**src/rtl/output_port_bank_pkg.sv**
```systemverilog
// Shared types and constants for the output port bank: drain FSM encoding,
// port count and the layout of one buffered write.
package output_port_bank_pkg;

  localparam int NUM_PORTS = 4;
  localparam int ENTRY_W   = 10;

  typedef enum logic [1:0] {
    IDLE   = 2'd0,
    COMMIT = 2'd1,
    HOLD   = 2'd2
  } drain_state_t;

  typedef struct packed {
    logic [1:0] port;
    logic [7:0] data;
  } wr_entry_t;

endpackage

```
**src/rtl/wr_fifo.sv**
```systemverilog
// Write buffer: power-of-two circular FIFO with occupancy counter.
// A push while full is accepted only if a pop happens on the same edge.
module wr_fifo #(
  parameter int DEPTH = 4,
  parameter int WIDTH = 10
) (
  input  logic             Clk,
  input  logic             Rst,
  input  logic             push,
  input  logic             pop,
  input  logic [WIDTH-1:0] din,
  output logic [WIDTH-1:0] dout,
  output logic             full,
  output logic             empty
);

  localparam int AW = (DEPTH > 1) ? $clog2(DEPTH) : 1;
  localparam logic [AW:0] FULL_CNT = (AW+1)'(DEPTH);

  logic [WIDTH-1:0] mem [DEPTH];
  logic [AW-1:0]    wr_ptr, rd_ptr;
  logic [AW:0]      count;
  logic             do_push, do_pop;

  assign do_pop  = pop && !empty;
  assign do_push = push && (!full || do_pop);
  assign full    = (count == FULL_CNT);
  assign empty   = (count == '0);
  assign dout    = mem[rd_ptr];

  always_ff @(posedge Clk) begin
    if (do_push) mem[wr_ptr] <= din;
  end

  // Pointers are AW bits wide, so they wrap modulo DEPTH on their own.
  always_ff @(posedge Clk or posedge Rst) begin
    if (Rst) begin
      wr_ptr <= '0;
      rd_ptr <= '0;
      count  <= '0;
    end else begin
      if (do_push) wr_ptr <= wr_ptr + 1'b1;
      if (do_pop)  rd_ptr <= rd_ptr + 1'b1;
      case ({do_push, do_pop})
        2'b10:   count <= count + 1'b1;
        2'b01:   count <= count - 1'b1;
        default: count <= count;
      endcase
    end
  end

endmodule

```
**src/rtl/output_port_bank.sv**
```systemverilog
// Four memory-mapped 8-bit output ports behind a write buffer; a drain FSM
// commits one buffered write at a time and strobes the written port.
import output_port_bank_pkg::*;

module output_port_bank #(
  parameter logic [7:0] BASE_ADDR     = 8'hF0,
  parameter int         FIFO_DEPTH    = 4,
  parameter int         STROBE_CYCLES = 2
) (
  input  logic                     Clk,
  input  logic                     Rst,
  input  logic [7:0]               DataOut_Bus,
  input  logic [7:0]               Addres_Data_Bus,
  input  logic                     LE,
  input  logic                     Drain_En,
  input  logic                     Ovf_Clr,
  output logic [8*NUM_PORTS-1:0]   Port_Out,
  output logic [NUM_PORTS-1:0]     Port_Strobe,
  output logic                     Fifo_Full,
  output logic                     Overflow,
  output logic                     Busy
);

  localparam logic [3:0] STB_LEN = 4'(STROBE_CYCLES);

  drain_state_t state, state_nxt;
  wr_entry_t    wr_in, head, cur;
  logic         in_win, pop, ovf_evt;
  logic         fifo_full, fifo_empty;
  logic [3:0]   hold_cnt;

  assign in_win  = LE && (Addres_Data_Bus[7:2] == BASE_ADDR[7:2]);
  assign pop     = (state == IDLE) && !fifo_empty && Drain_En;
  assign ovf_evt = in_win && fifo_full && !pop;
  assign wr_in   = '{port: Addres_Data_Bus[1:0], data: DataOut_Bus};

  wr_fifo #(.DEPTH(FIFO_DEPTH), .WIDTH(ENTRY_W)) u_fifo (
    .Clk   (Clk),
    .Rst   (Rst),
    .push  (in_win),
    .pop   (pop),
    .din   (wr_in),
    .dout  (head),
    .full  (fifo_full),
    .empty (fifo_empty)
  );

  assign Fifo_Full = fifo_full;
  assign Busy      = !fifo_empty || (state != IDLE);

  always_comb begin
    state_nxt = state;
    case (state)
      IDLE:    if (pop) state_nxt = COMMIT;
      COMMIT:  state_nxt = (STROBE_CYCLES > 1) ? HOLD : IDLE;
      HOLD:    if (hold_cnt == 4'd1) state_nxt = IDLE;
      default: state_nxt = IDLE;
    endcase
  end

  // hold_cnt times the strobe itself, so a falling Drain_En cannot cut it short.
  always_ff @(posedge Clk or posedge Rst) begin
    if (Rst) begin
      state       <= IDLE;
      cur         <= '0;
      hold_cnt    <= '0;
      Port_Out    <= '0;
      Port_Strobe <= '0;
      Overflow    <= 1'b0;
    end else begin
      state <= state_nxt;
      if (pop) cur <= head;
      if (state == COMMIT) begin
        Port_Out[8*int'(cur.port) +: 8] <= cur.data;
        Port_Strobe <= 4'b0001 << cur.port;
        hold_cnt    <= STB_LEN;
      end else if (hold_cnt != '0) begin
        hold_cnt <= hold_cnt - 1'b1;
        if (hold_cnt == 4'd1) Port_Strobe <= '0;
      end
      if (ovf_evt)      Overflow <= 1'b1;
      else if (Ovf_Clr) Overflow <= 1'b0;
    end
  end

endmodule

```
**config.mk**
```make
export PLATFORM = sky130hd
export DESIGN_NAME = output_port_bank
export DESIGN_NICKNAME = d
export VERILOG_FILES = /design/src/rtl/output_port_bank_pkg.sv /design/src/rtl/wr_fifo.sv /design/src/rtl/output_port_bank.sv
export SDC_FILE = /design/constraint.sdc
export NUM_CORES = 1
export LEC_CHECK = 0
export CORE_MARGIN = 2
export CORE_UTILIZATION = 49
export DETAILED_ROUTE_END_ITERATION = 16
export PLACE_DENSITY = 0.76
export RECOVER_POWER = 25
export REMOVE_ABC_BUFFERS = 1
export SLEW_MARGIN = 30
export SYNTH_ARGS = -nofsm -noshare
export SYNTH_HDL_FRONTEND = slang
export SYNTH_HIERARCHICAL = 1
export SYNTH_SLANG_ARGS = --single-unit
```
**constraint.sdc**
```tcl
create_clock -name Clk -period 2.3 [get_ports Clk]
set_input_delay 0.46 -clock Clk [delete_from_list [all_inputs] [get_ports Clk]]
set_output_delay 0.46 -clock Clk [all_outputs]
set_load 0.1 [all_outputs]
```
Word-level counts from Yosys, hierarchy flattened --
Memory sizes are Yosys's and may differ from the RTL's. A register that Yosys moved wholly into a read port is not among the register bits. Index checks and enable logic that the tools add are counted.
Storage, ports and cells: memories kept 1, bits in writable memories 40, flip-flop bits (word level) 50, logic and storage cells 63
Memory list:
- u_fifo.mem | depth 4, bits a word 10, rd ports 1, clocked after memory_dff 1, wr ports 1, line wr_fifo.sv:20 | logic [WIDTH-1:0] mem [DEPTH];
Cells by class: add/subtract/negate cells 6, reduce and logical (&&, ||, !) cells 22, eq/ne operators 9, shift operators 3, muxes and demuxes 14
Operators with widths (count):
- 5-bit negator with 33-bit output | 1
- 8-bit by 33-bit variable shift with 32-bit output, first input constant | 1
- 8-bit by 33-bit indexed part select with 32-bit output | 1
- 32-bit bitwise mux | 1
- 4-bit 2-to-1 mux | 5
- 2-bit nonzero test | 5
- 1-bit logical AND | 7
- 6-bit equality test, second input constant | 1
- 2-bit one-hot mux with 3 select lines | 1
- 3-bit one-hot mux with 2 select lines | 1
- 2-bit by 1-bit adder with 2-bit output, second input constant | 2
- 2-bit by 1-bit equality test with 1-bit output, second input constant | 2
- 2-bit equality test, second input constant | 2
- 4-bit by 1-bit equality test with 1-bit output, second input constant | 1
- 1-bit 2-to-1 mux | 4
- 2-bit 2-to-1 mux | 2
- 2-bit != test, second input constant | 2
- 2-bit AND reduction | 2
- 4-bit nonzero test | 1
- 1-bit by 2-bit << shifter with 4-bit output, first input constant | 1
- 4-bit by 1-bit subtractor with 4-bit output, second input constant | 1
- 3-bit by 1-bit adder with 3-bit output, second input constant | 1
- 3-bit equality test, second input constant | 1
- 1-bit zero test | 3
- other kinds (4) | 5

Longest topological paths before layout --
Gate-level depths: netlist (run 1).
depth in word-level cells 9, mapped depth 10, depth with buffers taken out 8

Cells and area by module --
The synthesis (run 1) kept the hierarchy.
Modules (own cells, without submodules):
- output_port_bank | cells an instance 156, area an instance 2279.7 um2, times used 1
- wr_fifo | cells an instance 106, area an instance 1959.4 um2, times used 1

Worst setup path before layout (run 1) --
OpenSTA, ideal clock, no wires.
kind register to register, start point register state[0], end point register u_fifo.count[2], arrival time 2322 ps, path slack -154 ps, setup time 132 ps, stages on the path, launching flop included 11, required time 2168 ps, path through dfrtp_1 buf_6 nor4b_4 buf_6 buf_6 nand2b_1 or2_2 fa_1 nand2b_1 o221ai_1 nand3_1
On the way: word-level cells in the longest chain between the ends 8, elaborated cells between the ends (all ways) 10, classes of those cells eq/ne (2); mux (1); reduce/logical (7)
Ends and longest elaborated chain:
- start: declaration | line output_port_bank.sv:26 | drain_state_t state, state_nxt;
- start signal: assignment | line output_port_bank.sv:71 | state <= state_nxt;
- 2-bit zero test * | line output_port_bank.sv:33 | assign pop = (state == IDLE) && !fifo_empty && Drain_En;
- 1-bit logical AND * (2 in a row) | line output_port_bank.sv:33
- net pop | line output_port_bank.sv:28 | logic in_win, pop, ovf_evt;
- 1-bit logical AND * | line wr_fifo.sv:25 | assign do_pop = pop && !empty;
- 1-bit logical OR | line wr_fifo.sv:26 | assign do_push = push && (!full || do_pop);
- 1-bit logical AND | line wr_fifo.sv:26
- 2-bit by 1-bit equality test with 1-bit output or 2-bit equality test (tied branches) | line wr_fifo.sv:44 | case ({do_push, do_pop})
- 3-bit one-hot mux with 2 select lines or 2-bit nonzero test (tied branches)
- end signal: assignment | line wr_fifo.sv:45 | 2'b10: count <= count + 1'b1;
- end signal: assignment | line wr_fifo.sv:46 | 2'b01: count <= count - 1'b1;
- end signal: assignment | line wr_fifo.sv:47 | default: count <= count;
- end: declaration | line wr_fifo.sv:22 | logic [AW:0] count;
Mark *: on every way through the listed nets, which the timed path passes. The rest lies on a longest branch. A chain may end at the register's enable or synchronous reset.

Worst setup path in the final report (run 1) --
start point register u_fifo.count[0], end point register u_fifo.count[1]
On the way: word-level cells in the longest chain between the ends 9, elaborated cells between the ends (all ways) 15, classes of those cells add/sub (2); eq/ne (3); mux (1); reduce/logical (9)
Ends and longest elaborated chain:
- 3-bit zero test * | line wr_fifo.sv:28 | assign empty = (count == '0);
- net fifo_empty | line output_port_bank.sv:29 | logic fifo_full, fifo_empty;
- 1-bit zero test * | line wr_fifo.sv:25, output_port_bank.sv:33
- 1-bit logical AND (2 in a row) | line output_port_bank.sv:33
- 1-bit logical AND * | line wr_fifo.sv:25
- 1-bit logical OR | line wr_fifo.sv:26
- 1-bit logical AND | line wr_fifo.sv:26
- 2-bit by 1-bit equality test with 1-bit output or 2-bit equality test (tied branches) | line wr_fifo.sv:44
- 3-bit one-hot mux with 2 select lines or 2-bit nonzero test (tied branches)
Marked as above.

==> results of run 1 <==
report_power, final:
group	internal [mW]	total, mW	leakage, nW	switching [mW]
clock	0.411	1.05	0.0963	0.635
sequential	1.95	2.05	1.18	0.101
combinational	0.279	0.645	1.07	0.367
total	2.64	3.74	2.34	1.10
critical path: cells and delay by family (launching register included):
family | cells | cell delay, ns
buffers and inverters | 2 | 0.20
adder cells (fa/ha/maj) | 1 | 0.50
flip-flops | 1 | 0.36
AO/OA/AOI/OAI | 2 | 0.31
AND/OR/NAND/NOR | 4 | 0.68
final timing paths:
path / from / to / slack (ns)
max: u_fifo/count[0] / u_fifo/count[1] / 0.13
min: Rst / u_fifo/count[0] / 0.48
max reg2reg: u_fifo/count[0] / u_fifo/count[1] / 0.13
min reg2reg: Overflow / Overflow / 0.51
max in group asynchronous: Rst / Port_Out[11] / 0.93
min in group Clk: Overflow / Overflow / 0.51
cell usage in the layout (no fill, tap or decap), types with 9 or more instances in the layout:
master,netlist,layout
sky130_fd_sc_hd__a22o_1,35,35
sky130_fd_sc_hd__buf_4,0,50
sky130_fd_sc_hd__clkbuf_8,0,9
sky130_fd_sc_hd__clkdlybuf4s50_1,0,10
sky130_fd_sc_hd__dfrtp_1,60,60
sky130_fd_sc_hd__dlygate4sd3_1,0,10
sky130_fd_sc_hd__edfxtp_1,40,40
sky130_fd_sc_hd__ha_1,13,13
sky130_fd_sc_hd__inv_1,13,13
sky130_fd_sc_hd__mux2_2,9,9
sky130_fd_sc_hd__mux4_2,10,10
sky130_fd_sc_hd__nor2_1,10,10
cell families after synthesis:
kind of cell               after synthesis
AOI/OAI and AO/OA                       48
xor gates and xnor gates                 6
adders and majority gates               14
buffers and inverters                   22
DFF                                    100
muxes                                   22
and+or+nand+nor                         50
Yosys cell counts (2+ instances only):
master                     count
sky130_fd_sc_hd__nor3_1        2
sky130_fd_sc_hd__and2_2        4
sky130_fd_sc_hd__edfxtp_1     40
sky130_fd_sc_hd__nand3b_4      4
sky130_fd_sc_hd__nor4b_1       3
sky130_fd_sc_hd__nand2_1       7
sky130_fd_sc_hd__nand2b_1      3
sky130_fd_sc_hd__or2_2         2
sky130_fd_sc_hd__buf_6         3
sky130_fd_sc_hd__nor2_1       10
sky130_fd_sc_hd__nor3b_1       2
sky130_fd_sc_hd__ha_1         13
sky130_fd_sc_hd__buf_2         3
sky130_fd_sc_hd__nor4b_4       4
sky130_fd_sc_hd__dfrtp_1      60
sky130_fd_sc_hd__o21ai_0       5
sky130_fd_sc_hd__clkbuf_1      2
sky130_fd_sc_hd__mux4_2       10
sky130_fd_sc_hd__xnor2_1       5
sky130_fd_sc_hd__mux2i_1       2
sky130_fd_sc_hd__inv_1        13
sky130_fd_sc_hd__a22o_1       35
sky130_fd_sc_hd__mux2_2        9
stage by stage:
stage	hold slack [ns]	setup WS (ns)	utilization	power, mW	cells
finish	0.4846	0.1260	0.6261	3.740	451
global route	0.5210	0.01214	0.6261	3.913	451
CTS	0.3689	0.1183	0.6261	3.777	451
detailed placement	0.4940	-0.2479	0.6044	2.745	435
global placement	0.4872	-0.1303	0.6044	2.713	435
floorplan	0.2634	-0.5499	-	2.541	254
registers in the layout (all words and copies together), names as in the netlist:
register	cells
u_fifo/wr_ptr	2
cur	10
Overflow	1
u_fifo/mem	40
Port_Out	32
u_fifo/rd_ptr	2
state	2
u_fifo/count	3
hold_cnt	4
Port_Strobe	4
per-layer routing:
metal,share of wire,track usage,up-vias
met4,0.018,0.05850,0
met5,0,0,-
met3,0.030,0.02890,13
met2,0.49,0.2607,48
li1,-,-,1151
met1,0.46,0.2295,1231
final cells by class:
class / count / area share
clock buffer: 9 / 0.02384
tap: 105 / 0.02528
inverter: 14 / 0.01011
clock inverter: 7 / 0.01084
sequential: 100 / 0.5201
multi-input combinational: 140 / 0.2759
timing repair buffer: 76 / 0.1339
==> impl_table.tex, run 1 <==
\begin{tabular}{lr}
\hline
Metric & Value \\
\hline
\multicolumn{2}{l}{\textbf{Timing}} \\
Number of pins with negative max-slew slack in the final report & 0 \\
Final sum of negative setup slack & 0 ns \\
Setup repair after global routing missed its margin & false \\
Final Hold Viols & 0 \\
Transition time at the pin with the least slew margin & 0.7619 ns \\
Rel. slew slack & 0.4915 \\
Share of the clock period used by the worst path & 0.9452 \\
Minimum clock period after layout & 2.174 ns \\
Final setup viols & 0 \\
Worst clock skew on the final layout & 0.01536 ns \\
Fmax & 460.0 MHz \\
\multicolumn{2}{l}{\textbf{Detailed routing}} \\
DRC viols & 0 \\
Via-per-instance ratio & 5.417 \\
Total number of vias & 2443 \\
DRT iter0 DRCs & 118 \\
Detail-routed net length per standard cell & 16.60 µm \\
Post-Route WL & 7488 µm \\
Post-detailed-route count of antenna-violating nets & 0 \\
First-pass iteration count of the detailed router & 4 \\
\multicolumn{2}{l}{\textbf{Final layout}} \\
Number of nets at the end of the flow & 376 \\
Register area & 0.002703 mm² \\
Final-layout fill cell count & 605 \\
Number of diodes & 0 \\
Multi-input gate area & 0.001434 mm² \\
Area growth from synthesis to final layout & 22.58\% \\
Design Area, Final & 0.005196 mm² \\
Share of layout cells above drive strength 1 & 0.3208 \\
\multicolumn{2}{l}{\textbf{Floorplanning}} \\
Rows & 33 \\
Die Ht & 97.01 µm \\
Die area & 0.009411 mm² \\
Starting density of the core & 0.5108 \\
Core box area & 0.008299 mm² \\
Num ports & 60 \\
Width of the die & 97.01 µm \\
\multicolumn{2}{l}{\textbf{Clocking}} \\
Number of gates resized after CTS & 0 \\
Clock tree root driver cell & sky130\_fd\_sc\_hd\_\_clkbuf\_8 \\
Clock latency of the later-clocked register in the worst-skew pair & 0.37 ns \\
Hold Buf Count CTS & 0 \\
Number of sinks on the clock net & 100 \\
Number of buffers on the longest clock path & 2 \\
Number of buffers inserted by post-CTS setup repair & 0 \\
Clock transition at the registers of the reported paths & 0.10 ns \\
TritonCTS clock tree & built \\
Clock buffers created by TritonCTS & 9 \\
Maximum level of the CTS H-tree & 3 \\
\multicolumn{2}{l}{\textbf{Yosys}} \\
Async set-or-reset flop fraction in the synthesized netlist & 0.6000 \\
Dominant combinational cell family by area after synthesis & simple AND/OR/NAND/NOR gates \\
Average instance area after synthesis & 16.18 µm² \\
Post-synthesis adder-cell area fraction & 0.04309 \\
Count of mapped cells out of synthesis & 262 \\
Compound-cell area share of the yosys netlist & 0.09475 \\
Share of cell area taken by muxes after synthesis & 0.08530 \\
Area contributors post-synth & sky130\_fd\_sc\_hd\_\_dfrtp\_1, sky130\_fd\_sc\_hd\_\_edfxtp\_1, sky130\_fd\_sc\_hd\_\_a22o\_1, sky130\_fd\_sc\_hd\_\_mux4\_2, sky130\_fd\_sc\_hd\_\_ha\_1 \\
Synth Cell Area & 0.004239 mm² \\
Number of distinct library cells after synthesis & 44 \\
Post-synth EDFFs & 40 \\
Post-synthesis share of cell area spent on and, or, nand and nor gates & 0.1012 \\
Sequential area share after synthesis & 0.6375 \\
Xor and xnor fraction of the mapped netlist area & 0.01240 \\
Primary flip-flop cell chosen by synthesis mapping & sky130\_fd\_sc\_hd\_\_dfrtp\_1 \\
Share of the synthesized area in the top cell type & 0.3542 \\
Synth area leader & sky130\_fd\_sc\_hd\_\_dfrtp\_1 \\
Count of yosys warnings during synthesis & 6 \\
Synthesized flop and latch total & 100 \\
\multicolumn{2}{l}{\textbf{Worst hold path}} \\
Class of the tightest hold or removal check & input pin to async pin \\
\multicolumn{2}{l}{\textbf{Placed design}} \\
Post-placement cell area & 0.005016 mm² \\
Total of buffers placed on input and output ports & 59 \\
Total half-perimeter wirelength after legalization and detailed placement & 5522 µm \\
Gpl congestion & 0.7593 \\
\multicolumn{2}{l}{\textbf{Global routing}} \\
Initial antenna violation count & 0 \\
Via count of the first global-routing pass & 2480 \\
Leftover overflow at the end of global routing & 0 \\
All-Layer GR Usage & 0.1639 \\
Wire length of the first global-routing pass & 12360 µm \\
Maximum number of pins on one net before global-route repair & 23 \\
\multicolumn{2}{l}{\textbf{Power}} \\
Total power per unit cell area & 719.8 mW/mm² \\
Leakage Power & 2.340 nW \\
Worst vdd rail ir drop & 0.3406 mV \\
\multicolumn{2}{l}{\textbf{Critical path}} \\
Worst path slowest cell & sky130\_fd\_sc\_hd\_\_fa\_1 \\
Type of destination of the critical path & flop \\
Highest cell delay on the worst timing path & 0.50 ns \\
Crit Path Max Fanout & 4 \\
CP required & 2.55 ns \\
Critical Path Start Type & flop \\
Setup CP Type & flop to flop \\
Logic depth of the worst register-to-register path & 9 \\
Worst-path cell chain & nor3\_1 > buf\_4 > nor4b\_4 > nand2b\_1 > or2\_2 > fa\_1 > inv\_1 > o21ai\_0 > o31ai\_1 \\
Worst path arrival time & 2.42 ns \\
\multicolumn{2}{l}{\textbf{Status}} \\
Outcome & finished clean \\
\multicolumn{2}{l}{\textbf{Job}} \\
Max\_cap viols & 0 \\
\hline
\end{tabular}
No activity file was read; power rests on OpenSTA's default activity.
==> run 2, diff against run 1 <==
--- a/config.mk
+++ b/config.mk
@@ -8,8 +8,8 @@
 export CORE_MARGIN = 2
 export CORE_UTILIZATION = 49
 export DETAILED_ROUTE_END_ITERATION = 16
-export PLACE_DENSITY = 0.76
-export RECOVER_POWER = 25
+export PLACE_DENSITY = 0.73
+export RECOVER_POWER = 100
 export REMOVE_ABC_BUFFERS = 1
 export SLEW_MARGIN = 30
 export SYNTH_ARGS = -nofsm -noshare
==> run 2 against run 1 <==
Maximum frequency is 0.51% lower. Hold slack is essentially flat. Final area shrank 5.0%. Clock skew down 0.0037 ns. Critical path type is now flop to output port. Critical path depth is 5 lower. Combinational power shrank 9.0%. First-iteration DRC count is 47% lower. Largest power group unchanged. Register-to-register slack improved by 0.04 ns. Sequential share of layout area up 2.7 points. Total power decreased by 2.1%. Clock power is essentially flat. Worst setup slack worse by 0.011 ns.
==> impl_table.tex, run 2 (synthesis results as in run 1) <==
\begin{tabular}{lr}
\hline
Metric & Value \\
\hline
\multicolumn{2}{l}{\textbf{Status}} \\
Outcome & finished clean \\
\multicolumn{2}{l}{\textbf{Power}} \\
Share of power burned in combinational logic & 0.160 \\
Total power per unit cell area & 741.6 mW/mm² \\
Sw Ratio & 0.2908 \\
Worst vdd rail ir drop & 0.4242 mV \\
Seq pwr share & 0.559 \\
Internal power & 2.597 mW \\
Net switching power & 1.065 mW \\
Clock power share & 0.281 \\
Leakage Power & 2.211 nW \\
\multicolumn{2}{l}{\textbf{Floorplanning}} \\
Starting density of the core & 0.5108 \\
Die Ht & 97.01 µm \\
Core box area & 0.008299 mm² \\
Die area & 0.009411 mm² \\
Rows & 33 \\
Width of the die & 97.01 µm \\
Num ports & 60 \\
\multicolumn{2}{l}{\textbf{Global routing}} \\
Leftover overflow at the end of global routing & 0 \\
Initial antenna violation count & 0 \\
Via count of the first global-routing pass & 2443 \\
All-Layer GR Usage & 0.1651 \\
Wire length of the first global-routing pass & 12190 µm \\
Maximum number of pins on one net before global-route repair & 34 \\
\multicolumn{2}{l}{\textbf{Placed design}} \\
Post-placement cell area & 0.004949 mm² \\
Total of buffers placed on input and output ports & 59 \\
Number of placed instances, taps included & 431 \\
DP Worst Slack & -0.1842 ns \\
Gpl congestion & 0.7609 \\
Total half-perimeter wirelength after legalization and detailed placement & 5408 µm \\
\multicolumn{2}{l}{\textbf{Final layout}} \\
Design Area, Final & 0.004938 mm² \\
Number of nets at the end of the flow & 372 \\
Max FFs per register & 40 \\
Final cell count without fillers & 447 \\
Area growth from synthesis to final layout & 16.50\% \\
Number of diodes & 0 \\
Share of layout cells above drive strength 1 & 0.3070 \\
Most common cell after layout, fill and taps aside & sky130\_fd\_sc\_hd\_\_dfrtp\_1 \\
Largest registers & u\_fifo/mem (40), Port\_Out (32), cur (10) \\
Most frequent cells in the layout & sky130\_fd\_sc\_hd\_\_dfrtp\_1, sky130\_fd\_sc\_hd\_\_clkbuf\_2, sky130\_fd\_sc\_hd\_\_edfxtp\_1 \\
Most flops, register & u\_fifo/mem \\
\multicolumn{2}{l}{\textbf{Detailed routing}} \\
Via-per-instance ratio & 5.336 \\
Post-detailed-route count of antenna-violating nets & 0 \\
Total number of vias & 2385 \\
DRT iter0 DRCs & 63 \\
First-pass iteration count of the detailed router & 4 \\
Detail-routed net length per standard cell & 16.70 µm \\
DRC viols & 0 \\
Post-Route WL & 7466 µm \\
\multicolumn{2}{l}{\textbf{Timing}} \\
Fmax & 457.6 MHz \\
Worst clock skew on the final layout & 0.01162 ns \\
Final sum of negative setup slack & 0 ns \\
Final Hold Viols & 0 \\
Final setup viols & 0 \\
Number of pins with negative max-slew slack in the final report & 0 \\
Share of the clock period used by the worst path & 0.9501 \\
Setup repair after global routing missed its margin & false \\
Final Hold Slack & 0.4844 ns \\
Transition time at the pin with the least slew margin & 0.8043 ns \\
Final setup margin & 0.1148 ns \\
Rel. slew slack & 0.4638 \\
Minimum clock period after layout & 2.185 ns \\
\multicolumn{2}{l}{\textbf{Clocking}} \\
Number of buffers inserted by post-CTS setup repair & 0 \\
Clock latency of the later-clocked register in the worst-skew pair & 0.37 ns \\
Number of sinks on the clock net & 100 \\
Number of gates resized after CTS & 0 \\
Clock tree root driver cell & sky130\_fd\_sc\_hd\_\_clkbuf\_8 \\
Maximum level of the CTS H-tree & 3 \\
Clock transition at the registers of the reported paths & 0.10 ns \\
Number of buffers on the longest clock path & 2 \\
Hold Buf Count CTS & 0 \\
Clock buffers created by TritonCTS & 9 \\
TritonCTS clock tree & built \\
\multicolumn{2}{l}{\textbf{Critical path}} \\
CP required & 1.84 ns \\
Worst path slowest cell & sky130\_fd\_sc\_hd\_\_or3b\_1 \\
Crit Path Max Fanout & 6 \\
Critical Path Start Type & flop \\
Highest cell delay on the worst timing path & 0.42 ns \\
Worst path arrival time & 1.73 ns \\
Worst reg2reg setup slack & 0.17 ns \\
Number of buffer and inverter stages on the critical path & 3 \\
Setup CP Type & flop to output port \\
Worst-path cell chain & buf\_4 > or3b\_1 > inv\_1 > buf\_4 \\
Type of destination of the critical path & output port \\
Family of cells with the greatest summed delay on the critical path & buffers and inverters \\
Critical path's most frequent cell & sky130\_fd\_sc\_hd\_\_buf\_4 \\
\multicolumn{2}{l}{\textbf{Worst hold path}} \\
Class of the tightest hold or removal check & input pin to async pin \\
\multicolumn{2}{l}{\textbf{Job}} \\
Max\_cap viols & 0 \\
\hline
\end{tabular}
-- run 2: changes by cell type in the layout (fill, tap and decap cells not counted), sizes merged --
cell	before	now
buf	56	11
clkbuf	9	50
clkinv	3	1
clkinvlp	0	2
clkdlybuf4s50	10	9
dlygate4sd3	10	11
-- run 2: final timing paths --
path,start,cells past startpoint,endpoint
worst max-delay path,u_fifo/count[0],4,Fifo_Full
worst min-delay path,Rst,2,u_fifo/rd_ptr[0]
worst max register to register,u_fifo/count[2],6,u_fifo/mem[1][5]
worst min register to register,Overflow,1,Overflow
max in group asynchronous,Rst,3,Port_Out[9]
min in group Clk,Overflow,1,Overflow
-- run 2: per-layer routing --
metal | track usage | up-vias | routed length (µm)
li1 | - | 1137 | -
met2 | 0.2762 | 49 | 3821
met5 | 0 | - | 0
met4 | 0.06826 | 0 | 101
met1 | 0.2094 | 1192 | 3292
met3 | 0.03613 | 7 | 251
-- run 2: area by class of cell --
| cell class | count | area [µm²] |
|---|---|---|
| clock buffers | 9 | 123.9 |
| clock inverters | 7 | 55.05 |
| fillers | 647 | 3361 |
| inverters | 14 | 52.55 |
| multi-input cells | 140 | 1386 |
| flip-flops and latches | 100 | 2703 |
| well taps | 105 | 131.4 |
| repair buffers | 72 | 486.7 |
-- run 2: power groups by stage --
stage / Sequential (mW) / Clock, mW / Combinational (mW)
2_1_floorplan: 2.15 / 0 / 0.394
4_1_cts: 2.05 / 1.07 / 0.664
3_5_place_dp: 2.08 / 0 / 0.663
5_1_grt: 2.06 / 1.13 / 0.640
6_report: 2.05 / 1.03 / 0.587
3_3_place_gp: 2.08 / 0 / 0.635
-- run 2: stage by stage --
step,utilization,power (mW)
5_1_grt,0.5951,3.836
6_report,0.5951,3.662
3_3_place_gp,0.5963,2.713
3_5_place_dp,0.5963,2.747
4_1_cts,0.6178,3.786
2_1_floorplan,-,2.541
